File: config.mk
export PLATFORM = sky130hd
export DESIGN_NAME = xor_rot_cipher_core
export DESIGN_NICKNAME = d
export VERILOG_FILES = /design/src/rtl/xor_rot_cipher_core.sv
export SDC_FILE = /design/constraint.sdc
export NUM_CORES = 1
export LEC_CHECK = 0
export ABC_CLOCK_PERIOD_IN_PS = 5500
export BUFFER_PORTS_ARGS = -buffer_cell sky130_fd_sc_hd__buf_4
export CAP_MARGIN = 5
export CORE_MARGIN = 10
export CORE_UTILIZATION = 58
export DETAILED_ROUTE_END_ITERATION = 16
export PLACE_DENSITY = 0.92
export SETUP_SLACK_MARGIN = 0.1
export SLEW_MARGIN = 25
export SYNTH_ARGS = -nofsm -noshare
export SYNTH_HDL_FRONTEND = slang
export SYNTH_SLANG_ARGS = --single-unit
File: constraint.sdc
create_clock -name clk -period 5.5 [get_ports clk]
set_input_delay 1.1 -clock clk [delete_from_list [all_inputs] [get_ports clk]]
set_output_delay 1.1 -clock clk [all_outputs]
set_load 0.01 [all_outputs]
File: src/rtl/xor_rot_cipher_core.sv
// xor_rot_cipher_core: iterative XOR/rotate block cipher.
// Accepts one block over a valid/ready handshake, runs ROUNDS rounds
// (one per cycle) with a rotated-key schedule, then holds the result on a
// valid/ready output port until the consumer takes it.
module xor_rot_cipher_core #(
  parameter int DATA_W = 32,
  parameter int ROUNDS = 4,
  parameter int ROT    = 3,
  parameter int CNT_W  = 16
) (
  input  logic              clk,
  input  logic              rst_n,
  input  logic              in_valid,
  output logic              in_ready,
  input  logic [DATA_W-1:0] data_in,
  input  logic [DATA_W-1:0] key,
  input  logic              encrypt,
  output logic              out_valid,
  input  logic              out_ready,
  output logic [DATA_W-1:0] data_out,
  output logic              busy,
  output logic [CNT_W-1:0]  blk_count
);

  localparam int unsigned DW_U  = DATA_W;
  localparam int unsigned ROT_U = ROT;
  localparam int          RND_W = (ROUNDS > 1) ? $clog2(ROUNDS) : 1;
  localparam logic [RND_W-1:0] LAST_RND = RND_W'(ROUNDS - 1);

  typedef enum logic [1:0] {
    IDLE = 2'd0,
    RUN  = 2'd1,
    OUT  = 2'd2
  } state_t;

  state_t state_q, state_d;

  logic [DATA_W-1:0] x_q;
  logic [DATA_W-1:0] key_q;
  logic              mode_q;
  logic [RND_W-1:0]  rnd_q;

  logic              accept;
  logic              out_hs;
  logic              last_rnd;
  logic [DATA_W-1:0] rk;
  logic [DATA_W-1:0] round_res;

  // Circular left rotate by any amount; the doubled word makes the wrap free.
  function automatic logic [DATA_W-1:0] rotl(input logic [DATA_W-1:0] v,
                                             input int unsigned s);
    logic [2*DATA_W-1:0] t;
    t = {v, v} << (s % DW_U);
    return t[2*DATA_W-1:DATA_W];
  endfunction

  // Circular right rotate expressed as the complementary left rotate.
  function automatic logic [DATA_W-1:0] rotr(input logic [DATA_W-1:0] v,
                                             input int unsigned s);
    return rotl(v, (DW_U - (s % DW_U)) % DW_U);
  endfunction

  assign accept   = (state_q == IDLE) && in_valid && in_ready;
  assign out_hs   = (state_q == OUT) && out_valid && out_ready;
  assign last_rnd = mode_q ? (rnd_q == LAST_RND) : (rnd_q == '0);

  // Round key and one round of the cipher for the current counter value.
  assign rk        = rotl(key_q, 32'(rnd_q)) ^ DATA_W'(rnd_q);
  assign round_res = mode_q ? rotl(x_q ^ rk, ROT_U) : (rotr(x_q, ROT_U) ^ rk);

  // State register.
  always_ff @(posedge clk) begin
    if (!rst_n) state_q <= IDLE;
    else        state_q <= state_d;
  end

  // Next-state logic.
  always_comb begin
    state_d = state_q;
    case (state_q)
      IDLE:    if (accept)   state_d = RUN;
      RUN:     if (last_rnd) state_d = OUT;
      OUT:     if (out_hs)   state_d = IDLE;
      default:               state_d = IDLE;
    endcase
  end

  // Handshake flags, result register and completion counter.
  always_ff @(posedge clk) begin
    if (!rst_n) begin
      in_ready  <= 1'b0;
      out_valid <= 1'b0;
      busy      <= 1'b0;
      data_out  <= '0;
      blk_count <= '0;
    end else begin
      case (state_q)
        IDLE: begin
          if (accept) begin
            in_ready <= 1'b0;
            busy     <= 1'b1;
          end else begin
            in_ready <= 1'b1;
          end
        end
        RUN: begin
          if (last_rnd) begin
            data_out  <= round_res;
            out_valid <= 1'b1;
          end
        end
        OUT: begin
          if (out_hs) begin
            out_valid <= 1'b0;
            busy      <= 1'b0;
            in_ready  <= 1'b1;
            blk_count <= blk_count + CNT_W'(1);
          end
        end
        default: begin
          in_ready  <= 1'b0;
          out_valid <= 1'b0;
          busy      <= 1'b0;
        end
      endcase
    end
  end

  // Working block, key, mode and round counter; loaded only at accept.
  always_ff @(posedge clk) begin
    if (accept) begin
      x_q    <= data_in;
      key_q  <= key;
      mode_q <= encrypt;
      rnd_q  <= encrypt ? '0 : LAST_RND;
    end else if (state_q == RUN) begin
      x_q   <= round_res;
      rnd_q <= mode_q ? (rnd_q + RND_W'(1)) : (rnd_q - RND_W'(1));
    end
  end

endmodule

==> flow_summary.json, run 1 <==
{
  "synth-simple-area-share": 0.2290,
  "ant_nets": 0,
  "maxCapViolCount": 0,
  "grt_max_degree": 149,
  "p_seq_frac": 0.386,
  "min-delay-path-class": "reg2reg",
  "drc_errors": 0,
  "p_leak_nw": 3.672,
  "ctsHoldBuffers": 0,
  "synthAdderAreaFrac": 0.001557,
  "grt_util_all_layers": 0.2220,
  "synth-edff-count": 67,
  "max_stage_delay_ns": 0.74,
  "fmax_ghz": 0.3347,
  "clkPwrFrac": 0.362,
  "syn_inst": 768,
  "synth_flop_cell": "edfxtp_1",
  "swShare": 0.3157,
  "numClockSinks": 120,
  "grt_remaining_overflow": 0,
  "vdd_drop_max_v": 0.0002938,
  "start_kind": "flip-flop",
  "route.vias.total": 6512,
  "power.density_mw_per_mm2": 317.7,
  "grt_first_pass_wirelength_um": 33150,
  "synth_warnings": 0,
  "hold_viol": 0,
  "via_per_inst": 6.268,
  "synthDistinctLibCells": 57,
  "required_ns": 5.65,
  "syn_to_final_growth_pct": 18.09,
  "critPathMaxFanout": 36,
  "drv_slew": 0,
  "synth_area_per_cell_sq_um": 10.47,
  "clock_latency_ns": 0.44,
  "path_cells": "buf_4 > mux2i_1 > mux2_2 > a2111oi_2 > a21oi_1",
  "tns_ns": 0,
  "critical_path_class": "reg2reg",
  "clock_skew_ns": 0.01461,
  "dp_cells": 1007,
  "wl_um": 21170,
  "cts_buffer_depth": 2,
  "rsz0062_at_grt": "no",
  "yosys.area.top_type": "edfxtp_1",
  "cts_root_buffer": "clkbuf_16",
  "synth_top_family_by_area": "simple AND/OR/NAND/NOR gates",
  "drt_iter0_drc": 648,
  "setup_viol": 0,
  "end_kind": "flip-flop",
  "synthMuxAreaShare": 0.1842,
  "synth_compound_area_frac": 0.1146,
  "ys_ff_latch": 120,
  "synth_area_leaders": "edfxtp_1, dfxtp_1, mux2i_1, nor3b_1, mux2i_4",
  "htree_levels": 4,
  "syn_nets": 838,
  "max-slew-margin-rel": 0.3179,
  "wl_per_cell_um": 20.38,
  "netlist.area_leader.share": 0.2503,
  "start_util": 0.5998,
  "antenna_found_initial": 0,
  "dpl.hpwl_um": 14300,
  "cts_tree": "built",
  "grt_pass1_vias": 6328,
  "comb_power_share": 0.252,
  "num_rows": 42,
  "fp.dieW_um": 137.7,
  "numCtsBuffers": 17,
  "core_area_sq_mm": 0.01340,
  "power.internal_w": 0.002063,
  "seq_area_frac_synth": 0.3823,
  "layout-drive-gt1-share": 0.2514,
  "period_share": 0.5432,
  "cts_resized": 0,
  "io_buffer_count": 119,
  "period_minus_slack_ns": 2.987,
  "worst_slew_pin_slew_ns": 1.023,
  "chipHeight_um": 137.7,
  "num_antenna_cells": 0,
  "dieArea_sq_mm": 0.01897,
  "cpMaxStageDelayCell": "buf_4",
  "layout.cells.non_filler": 1039,
  "clkSlewWorstSetupHoldPaths_ns": 0.06,
  "synthArstFlopShare": 0,
  "gp_congestion": 0.8811,
  "cp.arrival_ns": 3.14,
  "first_pass_iters": 6,
  "switchingPower_w": 0.0009521,
  "outcome": "finished, final reports clean",
  "finalNetCount": 920,
  "postCtsSetupRepairBufs": 0,
  "syn-cell-area_sq_mm": 0.008038,
  "num_io_pins": 120,
  "synth_xor_area_frac": 0.04903
}
==> synthesized netlist by cell type, types with 5 or more instances <==
cell       number
o2bb2ai_1      28
clkbuf_1       40
nand2b_1        8
mux2_2          8
xor2_1         19
dfxtp_1        53
nor2_1         17
o2111ai_1      17
mux2i_4        14
nand2_1        42
buf_2          16
nand3_1        28
xnor2_1        26
o21ai_1        27
or3b_1          5
nor3_1         23
mux2i_1        95
nor3b_1        48
a21oi_1        11
mux2i_2         9
edfxtp_1       67
or3b_2         18
o21ai_0         8
nand4_1         6
and2_1          5
and3b_1        29
nand3b_1       42
a2111o_1       11
==> cells in the final DEF, fill, tap and decap left out, types with 8 or more instances in the layout <==
cell	count
nand2_1	41
a21oi_1	11
or3b_2	18
mux2i_2	9
a2111o_1	11
dfxtp_1	53
o2bb2ai_1	28
o21ai_0	8
nor2_1	16
xnor2_1	26
xor2_1	19
edfxtp_1	67
mux2i_4	14
nor3b_1	48
buf_4	125
nor3_1	23
mux2_2	8
and3b_1	29
nand2b_1	8
mux2i_1	95
clkbuf_16	18
nand3b_1	42
o21ai_1	27
o2111ai_1	17
nand3_1	28
==> power by group through the flow <==
stage / registers, W / logic (W) / clock network (W)
2_1_floorplan: 0.00114 / 0.000579 / 0
3_3_place_gp: 0.00117 / 0.000723 / 0
3_5_place_dp: 0.00118 / 0.000745 / 0
4_1_cts: 0.00116 / 0.000754 / 0.00109
5_1_grt: 0.00117 / 0.000820 / 0.00113
6_report: 0.00116 / 0.000759 / 0.00109
==> area by class of cell <==
| class | count | area, sq um |
|---|---|---|
| clock buffers | 21 | 471.7 |
| clock inverters | 11 | 96.34 |
| fillers | 976 | 3909 |
| inverters | 7 | 27.53 |
| multi-input cells | 578 | 4653 |
| flip-flops and latches | 120 | 3073 |
| well taps | 176 | 220.2 |
| repair buffers | 126 | 949.7 |
==> sequential cells by signal, indices dropped and copies added (netlist names) <==
register   flops
data_out      32
key_q         32
x_q           32
blk_count     16
rnd_q          2
state_q        2
busy           1
in_ready       1
mode_q         1
out_valid      1
==> metrics by stage <==
stage	util	power, W	cell area [sq um]	setup slack (ns)	hold slack [ns]
final	0.7083	0.003016	9492	2.513	0.4625
after global placement	0.6654	0.001895	8916	2.223	0.4464
after detailed placement	0.6655	0.001921	8919	2.056	0.4501
after global routing	0.7083	0.003120	9492	2.368	0.4869
after floorplan	-	0.001721	8038	2.397	0.4891
after CTS	0.7079	0.003002	9487	2.494	0.4657
==> kinds of logic (layout without fill, tap and decap cells) <==
group,count (synthesis),in the layout
and+or+nand+nor,287,287
adders and majority gates,1,1
DFF,120,120
xor gates and xnor gates,45,45
AOI/OAI and AO/OA,119,119
buffers and inverters,70,165
muxes,126,126
==> critical path: cells and delay by family, from the launching register on <==
| family | cells | cell delay [ns] |
|---|---|---|
| compound gates | 2 | 0.54 |
| flops | 1 | 0.42 |
| buf+inv | 1 | 0.74 |
| mux | 2 | 0.96 |
==> path summary, 6_finish.rpt <==
check / from / endpoint / slack (ns) / cells after the start
max: rnd_q[1] / x_q[2] / 2.51 / 5
min: data_out[28] / data_out[28] / 0.46 / 1
max reg2reg: rnd_q[1] / x_q[2] / 2.51 / 5
min reg2reg: data_out[28] / data_out[28] / 0.46 / 1
==> layer usage <==
metal / vias up / track usage / routed length (um) / share of wire
met1: 3138 / 0.2823 / 9001 / 0.43
met4: 0 / 0.07358 / 361 / 0.017
met3: 34 / 0.06154 / 1730 / 0.082
met2: 268 / 0.3566 / 10080 / 0.48
li1: 3072 / - / - / -
met5: - / 0 / 0 / 0
Note: power is estimated with default switching activity, not from simulation.
==> run 2: changes to the inputs <==
ABC_CLOCK_PERIOD_IN_PS = 2400   (was 5500)
CORE_UTILIZATION = 53   (was 58)
PLACE_DENSITY = 0.89   (was 0.92)
clock period = 2.4 ns   (was 5.5 ns; I/O delays follow)
==> run 2 against run 1 <==
Power grew 130%. Largest power group unchanged. Sequential power grew 130%. Setup slack got worse by 2.3 ns. Clock skew is 0.0028 ns higher. Largest cell class unchanged. Worst hold slack worse by 0.25 ns. Critical endpoint is now x_q[22].
==> flow_summary.json, run 2 (synthesis results as in run 1) <==
{
  "cts_resized": 0,
  "cts_tree": "built",
  "start_util": 0.5468,
  "vdd_drop_max_v": 0.0005272,
  "startpoint": "rnd_q[0]",
  "regArea_sq_mm": 0.003073,
  "clock_latency_ns": 0.44,
  "placed_area_sq_mm": 0.009226,
  "wl_um": 21150,
  "grt_remaining_overflow": 0,
  "grt_pass1_vias": 6337,
  "htree_levels": 4,
  "wl_per_cell_um": 19.72,
  "layout_commonest_cell": "buf_4",
  "critPathMostFrequentCell": "buf_4",
  "num_io_pins": 120,
  "route.vias.total": 6551,
  "postCtsSetupRepairBufs": 0,
  "reg2reg_slack_ns": 0.23,
  "clock_skew_ns": 0.01742,
  "fmax_ghz": 0.4617,
  "rsz0062_at_grt": "no",
  "first_pass_iters": 5,
  "worst_r2r_path_depth": 6,
  "tns_ns": 0,
  "num_rows": 44,
  "wl_met3_um": 1594,
  "antenna_found_initial": 0,
  "chipHeight_um": 143.2,
  "grt_util_all_layers": 0.2058,
  "via_per_inst": 6.111,
  "start_kind": "flip-flop",
  "numClockSinks": 120,
  "core_area_sq_mm": 0.01470,
  "grt_max_degree": 74,
  "stdcell_area_sq_mm": 0.009811,
  "outcome": "finished, final reports clean",
  "max_stage_delay_ns": 0.49,
  "final_cell_mix": "buf_4, mux2i_1, edfxtp_1",
  "hold_viol": 0,
  "top_layer": "met4",
  "numCtsBuffers": 17,
  "dpl.hpwl_um": 14430,
  "p_leak_nw": 3.833,
  "hold_ws_ns": 0.2172,
  "max-slew-margin-rel": 0.3338,
  "worst_slew_pin_slew_ns": 0.9982,
  "clkSlewWorstSetupHoldPaths_ns": 0.07,
  "setup_viol": 0,
  "wl_met2_um": 9759,
  "wl_met1_um": 9350,
  "dieArea_sq_mm": 0.02049,
  "cts_buffer_depth": 2,
  "r2r-start": "rnd_q[0]",
  "layout-drive-gt1-share": 0.2725,
  "finalNetCount": 945,
  "period_minus_slack_ns": 2.166,
  "required_ns": 2.57,
  "drv_slew": 0,
  "worstReg2RegEnd": "x_q[22]",
  "cp.arrival_ns": 2.33,
  "gp_congestion": 0.8708,
  "io_buffer_count": 119,
  "nFillCells": 1132,
  "min-delay-path-class": "in2reg",
  "end_kind": "flip-flop",
  "num_antenna_cells": 0,
  "cpMaxStageDelayCell": "edfxtp_1",
  "maxCapViolCount": 0,
  "critical_path_class": "reg2reg",
  "path_cells": "buf_4 > buf_12 > nand2_1 > buf_4 > o2111ai_1 > o21ai_1",
  "drc_errors": 0,
  "endpoint": "x_q[22]",
  "reg.largest.list": "data_out: 32 flops, key_q: 32 flops, x_q: 32 flops",
  "power.density_mw_per_mm2": 712.0,
  "multi_input_comb_area_sq_mm": 0.004651,
  "ant_nets": 0,
  "grt_first_pass_wirelength_um": 33550,
  "fp.dieW_um": 143.2,
  "syn_to_final_growth_pct": 22.06,
  "ctsHoldBuffers": 0,
  "period_share": 0.9025,
  "cts_root_buffer": "clkbuf_16",
  "critPathMaxFanout": 61,
  "drt_iter0_drc": 604
}
run 2: cell types whose count changed in the layout (fill, tap and decap cells not counted), moves of 3 or more:
cell | previous run | this run
buf_4 | 125 | 142
buf_12 | 0 | 9
clkinv_2 | 6 | 0
clkinv_4 | 3 | 6
inv_6 | 1 | 4
run 2: cell type report:
type | instances | share of cell area
multi-input combinational | 578 | 0.4740
sequential | 120 | 0.3132
timing repair buffer | 151 | 0.1270
clock buffer | 20 | 0.04885
tap | 184 | 0.02347
clock inverter | 12 | 0.01071
inverter | 7 | 0.002678
run 2: worst min-delay path by stage:
stage	startpoint	end	slack, ns	cells past startpoint
6_report	key[8]	key_q[8]	0.22	1
5_1_grt	key[8]	key_q[8]	0.21	1
4_1_cts	key[8]	key_q[8]	0.21	1
3_5_place_dp	data_out[23]	data_out[23]	0.45	1
3_3_place_gp	data_out[20]	data_out[20]	0.45	1
2_1_floorplan	data_out[10]	data_out[10]	0.49	1
run 2: metrics by stage:
stage          cells  power, W  setup slack, ns    util
2_1_floorplan    768  0.003942           0.4231       -
3_3_place_gp    1040  0.004420          0.09217  0.6275
3_5_place_dp    1040  0.004471           0.2601  0.6277
4_1_cts         1072  0.006990           0.2593  0.6674
5_1_grt         1072  0.007264           0.1302  0.6674
6_report        1072  0.006986           0.2339  0.6674
run 2: per-layer routing:
layer / vias up / GRT usage
met4: 0 / 0.08415
met5: - / 0
met3: 31 / 0.05406
met1: 3110 / 0.2664
met2: 264 / 0.3195
li1: 3146 / -
run 2: power breakdown:
part / total [W] / switching [W] / internal, W
Combinational: 0.00180 / 0.000908 / 0.000889
Sequential: 0.00266 / 0.000255 / 0.00241
Clock: 0.00252 / 0.00105 / 0.00147
Total: 0.00699 / 0.00222 / 0.00477
run 2: worst max-delay path, delay by kind of cell, from the launching register on:
family	cells	cell delay [ns]
simple gates	1	0.23
buf+inv	3	0.65
flops	1	0.49
compound gates	2	0.50
